## config.mk

```make
export PLATFORM = sky130hd
export DESIGN_NAME = stdp_train_ctrl_flat
export DESIGN_NICKNAME = d
export VERILOG_FILES = /design/src/rtl/stdp_train_ctrl_if.sv /design/src/rtl/stdp_train_ctrl.sv /design/src/flat_wrapper.sv
export SDC_FILE = /design/constraint.sdc
export NUM_CORES = 1
export LEC_CHECK = 0
export ABC_AREA = 1
export CORE_UTILIZATION = 35
export CTS_BUF_LIST = sky130_fd_sc_hd__clkbuf_4 sky130_fd_sc_hd__clkbuf_8
export CTS_CLUSTER_DIAMETER = 100
export DETAILED_ROUTE_END_ITERATION = 12
export PLACE_DENSITY_LB_ADDON = 0.15
export SYNTH_ARGS = -nofsm -noshare
export SYNTH_HDL_FRONTEND = slang
export SYNTH_SLANG_ARGS = --single-unit
```

## constraint.sdc

```tcl
create_clock -name clk -period 4.7 [get_ports clk]
set_clock_uncertainty 0.05 [all_clocks]
set_input_delay 0.47 -clock clk [delete_from_list [all_inputs] [get_ports clk]]
set_output_delay 0.47 -clock clk [all_outputs]
set_load 0.05 [all_outputs]
```

## src/rtl/stdp_train_ctrl_if.sv

```systemverilog
// Control/observation bundle between the STDP training sequencer and its driver.
// The master side starts sessions and returns the synapse weight; the slave side is the sequencer.
interface stdp_train_ctrl_if #(
    parameter int WEIGHT_W = 8,
    parameter int CNT_W    = 8
);
    logic                start;
    logic                abort;
    logic [CNT_W-1:0]    train_pairs;
    logic [CNT_W-1:0]    test_pulses;
    logic [3:0]          gap_cycles;
    logic [WEIGHT_W-1:0] weight;
    logic                pre_spike;
    logic                post_spike;
    logic                learning_enable;
    logic                store_final;
    logic [WEIGHT_W-1:0] final_weight;
    logic                busy;
    logic                done;
    logic                drift_err;

    modport master (
        output start, abort, train_pairs, test_pulses, gap_cycles, weight,
        input  pre_spike, post_spike, learning_enable, store_final,
               final_weight, busy, done, drift_err
    );

    modport slave (
        input  start, abort, train_pairs, test_pulses, gap_cycles, weight,
        output pre_spike, post_spike, learning_enable, store_final,
               final_weight, busy, done, drift_err
    );
endinterface

```

## src/rtl/stdp_train_ctrl.sv

```systemverilog
// STDP training sequencer: paired pre/post spikes with learning on, then frozen pre-only
// probes that watch for weight drift, then a weight commit and capture.
module stdp_train_ctrl #(
    parameter int WEIGHT_W = 8,
    parameter int CNT_W    = 8
) (
    input  logic              clk,
    input  logic              rst_n,
    stdp_train_ctrl_if.slave  bus
);
    typedef enum logic [3:0] {
        IDLE, TRAIN_PULSE, TRAIN_GAP, FREEZE, TEST_PULSE, TEST_GAP, STORE, CAPTURE, DONE
    } state_t;

    localparam logic [CNT_W-1:0] CNT_ONE = CNT_W'(1);

    state_t              state, state_d;
    logic [CNT_W-1:0]    pairs_lat, tests_lat;
    logic [3:0]          gap_lat;
    logic [CNT_W-1:0]    pair_cnt, pair_cnt_d;
    logic [CNT_W-1:0]    test_cnt, test_cnt_d;
    logic [3:0]          gap_cnt, gap_cnt_d;
    logic [WEIGHT_W-1:0] ref_weight;
    logic                accept;

    assign accept = (state == IDLE) && bus.start;

    // Counters are compared after increment, so a full-scale count ends exactly at 2^CNT_W-1.
    always_comb begin
        state_d    = state;
        pair_cnt_d = pair_cnt;
        test_cnt_d = test_cnt;
        gap_cnt_d  = gap_cnt;
        case (state)
            IDLE: begin
                if (bus.start) begin
                    state_d    = (bus.train_pairs == '0) ? FREEZE : TRAIN_PULSE;
                    pair_cnt_d = '0;
                    test_cnt_d = '0;
                    gap_cnt_d  = '0;
                end
            end
            TRAIN_PULSE: begin
                pair_cnt_d = pair_cnt + CNT_ONE;
                gap_cnt_d  = '0;
                if (gap_lat != '0)
                    state_d = TRAIN_GAP;
                else
                    state_d = (pair_cnt + CNT_ONE == pairs_lat) ? FREEZE : TRAIN_PULSE;
            end
            TRAIN_GAP: begin
                if (gap_cnt == gap_lat - 4'd1)
                    state_d = (pair_cnt == pairs_lat) ? FREEZE : TRAIN_PULSE;
                else
                    gap_cnt_d = gap_cnt + 4'd1;
            end
            FREEZE: state_d = (tests_lat == '0) ? STORE : TEST_PULSE;
            TEST_PULSE: begin
                test_cnt_d = test_cnt + CNT_ONE;
                gap_cnt_d  = '0;
                if (gap_lat != '0)
                    state_d = TEST_GAP;
                else
                    state_d = (test_cnt + CNT_ONE == tests_lat) ? STORE : TEST_PULSE;
            end
            TEST_GAP: begin
                if (gap_cnt == gap_lat - 4'd1)
                    state_d = (test_cnt == tests_lat) ? STORE : TEST_PULSE;
                else
                    gap_cnt_d = gap_cnt + 4'd1;
            end
            STORE:   state_d = CAPTURE;
            CAPTURE: state_d = DONE;
            DONE:    state_d = IDLE;
            default: state_d = IDLE;
        endcase
        if (state != IDLE && bus.abort)
            state_d = IDLE;
    end

    always_ff @(posedge clk or negedge rst_n) begin
        if (!rst_n) begin
            state     <= IDLE;
            pairs_lat <= '0;
            tests_lat <= '0;
            gap_lat   <= '0;
            pair_cnt  <= '0;
            test_cnt  <= '0;
            gap_cnt   <= '0;
        end else begin
            state    <= state_d;
            pair_cnt <= pair_cnt_d;
            test_cnt <= test_cnt_d;
            gap_cnt  <= gap_cnt_d;
            if (accept) begin
                pairs_lat <= bus.train_pairs;
                tests_lat <= bus.test_pulses;
                gap_lat   <= bus.gap_cycles;
            end
        end
    end

    // Outputs are registered from the next state so they line up with the state they describe.
    always_ff @(posedge clk or negedge rst_n) begin
        if (!rst_n) begin
            bus.pre_spike       <= 1'b0;
            bus.post_spike      <= 1'b0;
            bus.learning_enable <= 1'b1;
            bus.store_final     <= 1'b0;
            bus.busy            <= 1'b0;
            bus.done            <= 1'b0;
            bus.drift_err       <= 1'b0;
            bus.final_weight    <= '0;
            ref_weight          <= '0;
        end else begin
            bus.pre_spike       <= (state_d == TRAIN_PULSE) || (state_d == TEST_PULSE);
            bus.post_spike      <= (state_d == TRAIN_PULSE);
            bus.learning_enable <= (state_d == IDLE) || (state_d == TRAIN_PULSE) ||
                                   (state_d == TRAIN_GAP);
            bus.store_final     <= (state_d == STORE);
            bus.busy            <= (state_d != IDLE);
            bus.done            <= (state_d == DONE);
            if (state == FREEZE)
                ref_weight <= bus.weight;
            if (state == CAPTURE && state_d == DONE)
                bus.final_weight <= bus.weight;
            if (accept)
                bus.drift_err <= 1'b0;
            else if ((state == TEST_PULSE || state == TEST_GAP) && bus.weight != ref_weight)
                bus.drift_err <= 1'b1;
        end
    end
endmodule

```

## src/flat_wrapper.sv

```systemverilog
// flat-port wrapper written by rule: the top's interface ports become plain ports
module stdp_train_ctrl_flat 
#(
    parameter int WEIGHT_W = 8,
    parameter int CNT_W    = 8
)
  (clk, rst_n, bus_start, bus_abort, bus_train_pairs, bus_test_pulses, bus_gap_cycles, bus_weight, bus_pre_spike, bus_post_spike, bus_learning_enable, bus_store_final, bus_final_weight, bus_busy, bus_done, bus_drift_err);
  stdp_train_ctrl_if #(.WEIGHT_W(WEIGHT_W), .CNT_W(CNT_W)) bus_i ();
  input  logic clk;
  input  logic rst_n;
  input wire logic [$bits(bus_i.start)-1:0] bus_start;
  input wire logic [$bits(bus_i.abort)-1:0] bus_abort;
  input wire logic [$bits(bus_i.train_pairs)-1:0] bus_train_pairs;
  input wire logic [$bits(bus_i.test_pulses)-1:0] bus_test_pulses;
  input wire logic [$bits(bus_i.gap_cycles)-1:0] bus_gap_cycles;
  input wire logic [$bits(bus_i.weight)-1:0] bus_weight;
  output wire logic [$bits(bus_i.pre_spike)-1:0] bus_pre_spike;
  output wire logic [$bits(bus_i.post_spike)-1:0] bus_post_spike;
  output wire logic [$bits(bus_i.learning_enable)-1:0] bus_learning_enable;
  output wire logic [$bits(bus_i.store_final)-1:0] bus_store_final;
  output wire logic [$bits(bus_i.final_weight)-1:0] bus_final_weight;
  output wire logic [$bits(bus_i.busy)-1:0] bus_busy;
  output wire logic [$bits(bus_i.done)-1:0] bus_done;
  output wire logic [$bits(bus_i.drift_err)-1:0] bus_drift_err;
  assign bus_i.start = bus_start;
  assign bus_i.abort = bus_abort;
  assign bus_i.train_pairs = bus_train_pairs;
  assign bus_i.test_pulses = bus_test_pulses;
  assign bus_i.gap_cycles = bus_gap_cycles;
  assign bus_i.weight = bus_weight;
  assign bus_pre_spike = bus_i.pre_spike;
  assign bus_post_spike = bus_i.post_spike;
  assign bus_learning_enable = bus_i.learning_enable;
  assign bus_store_final = bus_i.store_final;
  assign bus_final_weight = bus_i.final_weight;
  assign bus_busy = bus_i.busy;
  assign bus_done = bus_i.done;
  assign bus_drift_err = bus_i.drift_err;
  stdp_train_ctrl #(.WEIGHT_W(WEIGHT_W), .CNT_W(CNT_W)) u_core (.clk(clk), .rst_n(rst_n), .bus(bus_i));
endmodule
```

## Word level (Yosys, flattened, before mapping)

Index checks and enable logic that the tools add are counted.

- Output and inout port bits: 15
- Bits of input ports: 32
- Logic and storage cells: 85
- Flip-flop bits (word level): 67

- $add $sub $neg: 4
- Reduce and logical (&&, ||, !) cells: 24
- Equality and inequality tests: 20
- Mux-type cells: 21

Operator list:

| kind | count |
|---|---|
| equality test 8 bit | 4 |
| two-way mux 4 bit | 8 |
| case mux 4 bit (8 select lines) | 1 |
| case mux 8 bit (2 select lines) | 2 |
| equality test 4 x 3 -> 1 bit, second input constant | 6 |
| adder 8 x 1 -> 8 bit, second input constant | 2 |
| logical NOT 8 bit | 2 |
| equality test 4 x 2 -> 1 bit, second input constant | 3 |
| two-way mux 2 bit | 6 |
| case mux 4 bit (3 select lines) | 1 |
| nonzero test 4 bit | 3 |
| equality test 4 x 1 -> 1 bit, second input constant | 2 |
| logical NOT 4 bit | 2 |
| two-way mux 8 bit | 1 |
| != test 8 bit | 1 |
| nonzero test 2 bit | 3 |
| adder 4 x 1 -> 4 bit, second input constant | 1 |
| equality test 4 bit | 1 |
| equality test 4 bit, second input constant | 1 |
| logical AND 1 bit | 4 |
| logical OR 1 bit | 4 |
| != test 2 bit, second input constant | 2 |
| AND reduction 2 bit | 2 |
| OR reduction 2 bit | 2 |
| other kinds (4) | 5 |

## Depth between registers and ports, before layout

- Depth after elaboration: 9
- Depth in mapped cells: 17
- Depth with buffers taken out: 17

## Least setup slack after synthesis

No wires, ideal clock.

- Kind: reg-to-reg
- Start: reg u_core.gap_lat[0]
- End: reg u_core.bus.busy
- Arrival time: 1.552 ns
- Slack: 2.967 ns
- Path buffers: 0
- Stages on the path, launching flop included: 15
- Cell sequence: dfrtp_1 inv_1 ha_1 nand2_1 nand4_1 nor2_1 nand2_1 inv_1 nand2_1 nand2_1 nand2_1 nor2_2 nand2_2 nand2_2 nand4_1

- Word-level cells in the longest chain between the ends: 6
- Elaborated cells on any way between the ends: 10
- Classes of those cells: 1 x add/sub; 1 x eq/ne; 6 x mux; 2 x reduce/logical

RTL lines:

| element | RTL line | RTL |
|---|---|---|
| from (decl) | stdp_train_ctrl.sv:19 | `logic [3:0] gap_lat;` |
| from (signal assigned) | stdp_train_ctrl.sv:98 | `gap_lat <= bus.gap_cycles;` |
| subtractor 4 x 1 -> 4 bit | stdp_train_ctrl.sv:52, stdp_train_ctrl.sv:67 |  |
| equality test 4 bit | stdp_train_ctrl.sv:52, stdp_train_ctrl.sv:67 |  |
| two-way mux 4 bit, on equally long branches | stdp_train_ctrl.sv:67, stdp_train_ctrl.sv:52 |  |
| case mux 4 bit (8 select lines) (*) | stdp_train_ctrl.sv:34 | `case (state)` |
| two-way mux 4 bit (*) | stdp_train_ctrl.sv:77 | `if (state != IDLE && bus.abort)` |
| nonzero test 4 bit (*) | stdp_train_ctrl.sv:121 | `bus.busy <= (state_d != IDLE);` |
| to (signal assigned) | stdp_train_ctrl.sv:121 |  |
| to (decl) | stdp_train_ctrl_if.sv:31 | `final_weight, busy, done, drift_err` |

Mark *: on every way between the ends. The rest lies on a longest branch, timed or not.
A chain may end at the register's enable or synchronous reset.

## Final worst setup path

- Start: reg u_core.state[0]
- End: reg u_core.pair_cnt[7]

- Word-level cells in the longest chain between the ends: 3
- Elaborated cells on any way between the ends: 6
- Classes of those cells: 2 x eq/ne; 1 x mux; 3 x reduce/logical

RTL lines:

| element | RTL line | RTL |
|---|---|---|
| from (decl) | stdp_train_ctrl.sv:17 | `state_t state, state_d;` |
| from (signal assigned) | stdp_train_ctrl.sv:91 | `state <= state_d;` |
| equality test 4 x 1 -> 1 bit / logical NOT 4 bit (equally long branches) | stdp_train_ctrl.sv:34 |  |
| nonzero test 2 bit (no source line) / != test 2 bit (equally long branches) | n/a |  |
| AND reduction 2 bit (no source line) | n/a |  |
| to (signal assigned) | stdp_train_ctrl.sv:92 | `pair_cnt <= pair_cnt_d;` |
| to (decl) | stdp_train_ctrl.sv:20 | `logic [CNT_W-1:0] pair_cnt, pair_cnt_d;` |

Several ways; a longest one is shown, not always the timed one.

==> results.toml <==
[outcome]
status = "finished, final reports clean"

[floorplan]
die_h_um = 106
die-area_um2 = 11300
ios = 47
initial_core_util = 0.365
rows = 37
fp.coreArea_um2 = 10400
dieWidth_um = 106

[timing]
grt_setup_unrepaired = "no"
timing.hold.ws_ps = 274
hold_viol = 0
fin_tns_setup_ps = 0
min_period_ps = 2280
slew_headroom = 0.296
max_slew.worst_pin.slew_ps = 1060
finalCritPeriodShare = 0.485
fmax_mhz = 439
setup_violations = 0
fin_ws_ps = 2420
drv_slew = 0

[synthesis]
syn-instance-count = 508
ys.flop_type = "dfrtp_1"
synth-edff-count = 0
netlist_area_um2 = 3800
synth_fp_nets = 544
synthArstFlopShare = 1.00
syn_avg_cell_area_um2 = 7.48
synth_seq_area_share = 0.441
yosysWarnings = 0
synth_cell_types = 34
ys_ff_latch = 67

[drt]
drtAntennaViolNets = 0
detail_route.iter0.violations = 136
dr.pass1.iters = 4
route.detailed.drc = 0
vias = 3300
routed_via_density = 4.71
wl_per_cell_um = 12.5
routed_wl_um = 8720

[clock_network]
ctsResizeCount = 0
cts_root_buf = "clkbuf_8"
clkLatencyLatePin_ps = 350
cts_tree = "built"
cts.sinks = 67
post-cts-setup-buffers = 0
cts.path.max_buffers = 2
cts-buffers-inserted = 9
cts_htree_levels = 3
path_clk_slew_ps = 80
postCtsHoldBufs = 0

[global_route]
overflow = 0
grt_pass1_wl_um = 14700
grt_start_max_net_pins = 68
antenna_found_initial = 0
track_usage = 0.165
grt_pass1_vias = 3225

[placement]
placement.io_buffers = 46
place_congestion = 0.810
dpl_worst_slack_ps = 2060
dpl-instance-area_um2 = 4390
place_hpwl_um = 6390

[finish]
area_growth_pct = 20.1
final_util = 0.438
layout_commonest_cell = "nand2_1"
drive_above_1_share = 0.105
stdcell_area_um2 = 4570
final_nets = 595
diodes = 0
most-common-layout-cells = "160 x nand2_1, 68 x inv_1, 66 x dfrtp_1, 45 x clkdlybuf4s50_1, 36 x o21ai_0"

[critical_path]
path_max_fanout = 38
start_kind = "flop"
reg2regPathDepth = 6
ff2ff_setup_slack_ps = 2420
required_ps = 4870
path_class = "reg2reg"
arrival_ps = 2460
endpoint_kind = "flop"
rr_startpoint = "u_core.state[0]$_DFF_PN0_"
rr_endpoint = "u_core.pair_cnt[7]$_DFFE_PN0P_"

[min_path]
hold_class = "in2async"

[power]
power.density_nw_per_um2 = 571
vdd_ir_drop_max_mv = 0.310
total_leakage_power_nw = 2.24

[flow_run]
drv_cap = 0
## through the flow
step	instances	total power, mW
5_1_grt	700	2.83
3_5_place_dp	684	2.19
4_1_cts	700	2.64
2_1_floorplan	508	1.84
6_report	700	2.61
3_3_place_gp	684	2.16
## registers in the layout (all words and copies together), names as in the netlist
signal                      cells
u_core.bus.final_weight         8
u_core.pair_cnt                 8
u_core.pairs_lat                8
u_core.ref_weight               8
u_core.test_cnt                 8
u_core.tests_lat                8
u_core.gap_cnt                  4
u_core.gap_lat                  4
u_core.state                    4
u_core.bus.busy                 1
u_core.bus.done                 1
u_core.bus.drift_err            1
u_core.bus.learning_enable      1
u_core.bus.post_spike           1
u_core.bus.pre_spike            1
u_core.bus.store_final          1
## where the power goes
| group | internal (mW) | leakage, nW | switching (mW) |
|---|---|---|---|
| Clock | 0.197 | 0.0821 | 0.241 |
| Combinational | 0.433 | 1.30 | 0.818 |
| Sequential | 0.778 | 0.855 | 0.139 |
| Total | 1.41 | 2.24 | 1.20 |
## area by class of cell
| type | instances | area [um2] |
|---|---|---|
| fill | 1071 | 5850 |
| multi-input combinational | 355 | 1790 |
| sequential | 67 | 1680 |
| timing repair buffer | 47 | 463 |
| inverter | 79 | 297 |
| tap | 136 | 170 |
| clock buffer | 10 | 131 |
| clock inverter | 6 | 41.3 |
## cells in the mapped netlist (8+ instances only)
library cell    n  area (um2)
a21oi_1        12        60.1
dfrtp_1        66        1650
inv_1          68         255
inv_2          11        41.3
nand2_1       160         601
nand2_2        10        62.6
nand3_1        29         145
nand4_1         9        56.3
nor2_1         29         109
o21ai_0        36         180
o21ai_1        11        55.1
o22ai_1         8        50.1
xnor2_1        10        87.6
xor2_1         10        87.6
## routing by layer
layer	global-route usage	up-vias	part of all wire
li1	-	1702	-
met1	0.206	1541	0.48
met2	0.274	49	0.47
met3	0.0441	8	0.042
met4	0.0556	0	0.011
met5	0	-	0
## critical path: stages, from the launching register on
cell	delay, ps
dfrtp_1	500
nor2_4	240
nand3_4	170
inv_1	810
nor2_2	110
inv_1	190
o22ai_1	100
## worst max path at each step
stage	from	endpoint	slack (ps)	cells after the start
3_5_place_dp	bus_start	u_core.pair_cnt[6]$_DFFE_PN0P_	2060	6
5_1_grt	u_core.state[0]$_DFF_PN0_	u_core.pair_cnt[7]$_DFFE_PN0P_	2210	6
4_1_cts	u_core.state[0]$_DFF_PN0_	u_core.pair_cnt[4]$_DFFE_PN0P_	2400	6
6_report	u_core.state[0]$_DFF_PN0_	u_core.pair_cnt[7]$_DFFE_PN0P_	2420	6
2_1_floorplan	u_core.gap_lat[0]$_DFFE_PN0P_	u_core.bus.busy$_DFF_PN0_	2970	14
3_3_place_gp	bus_start	u_core.pair_cnt[7]$_DFFE_PN0P_	2150	6
## kinds of logic after synthesis
kind of cell,Yosys count,synth area share
and+or+nand+nor,261,0.312
buffers and inverters,86,0.0885
AOI/OAI and AO/OA,70,0.0984
DFF,67,0.441
xor gates and xnor gates,20,0.0461
adders and majority gates,4,0.0132
(Power assumes the default switching activity.)
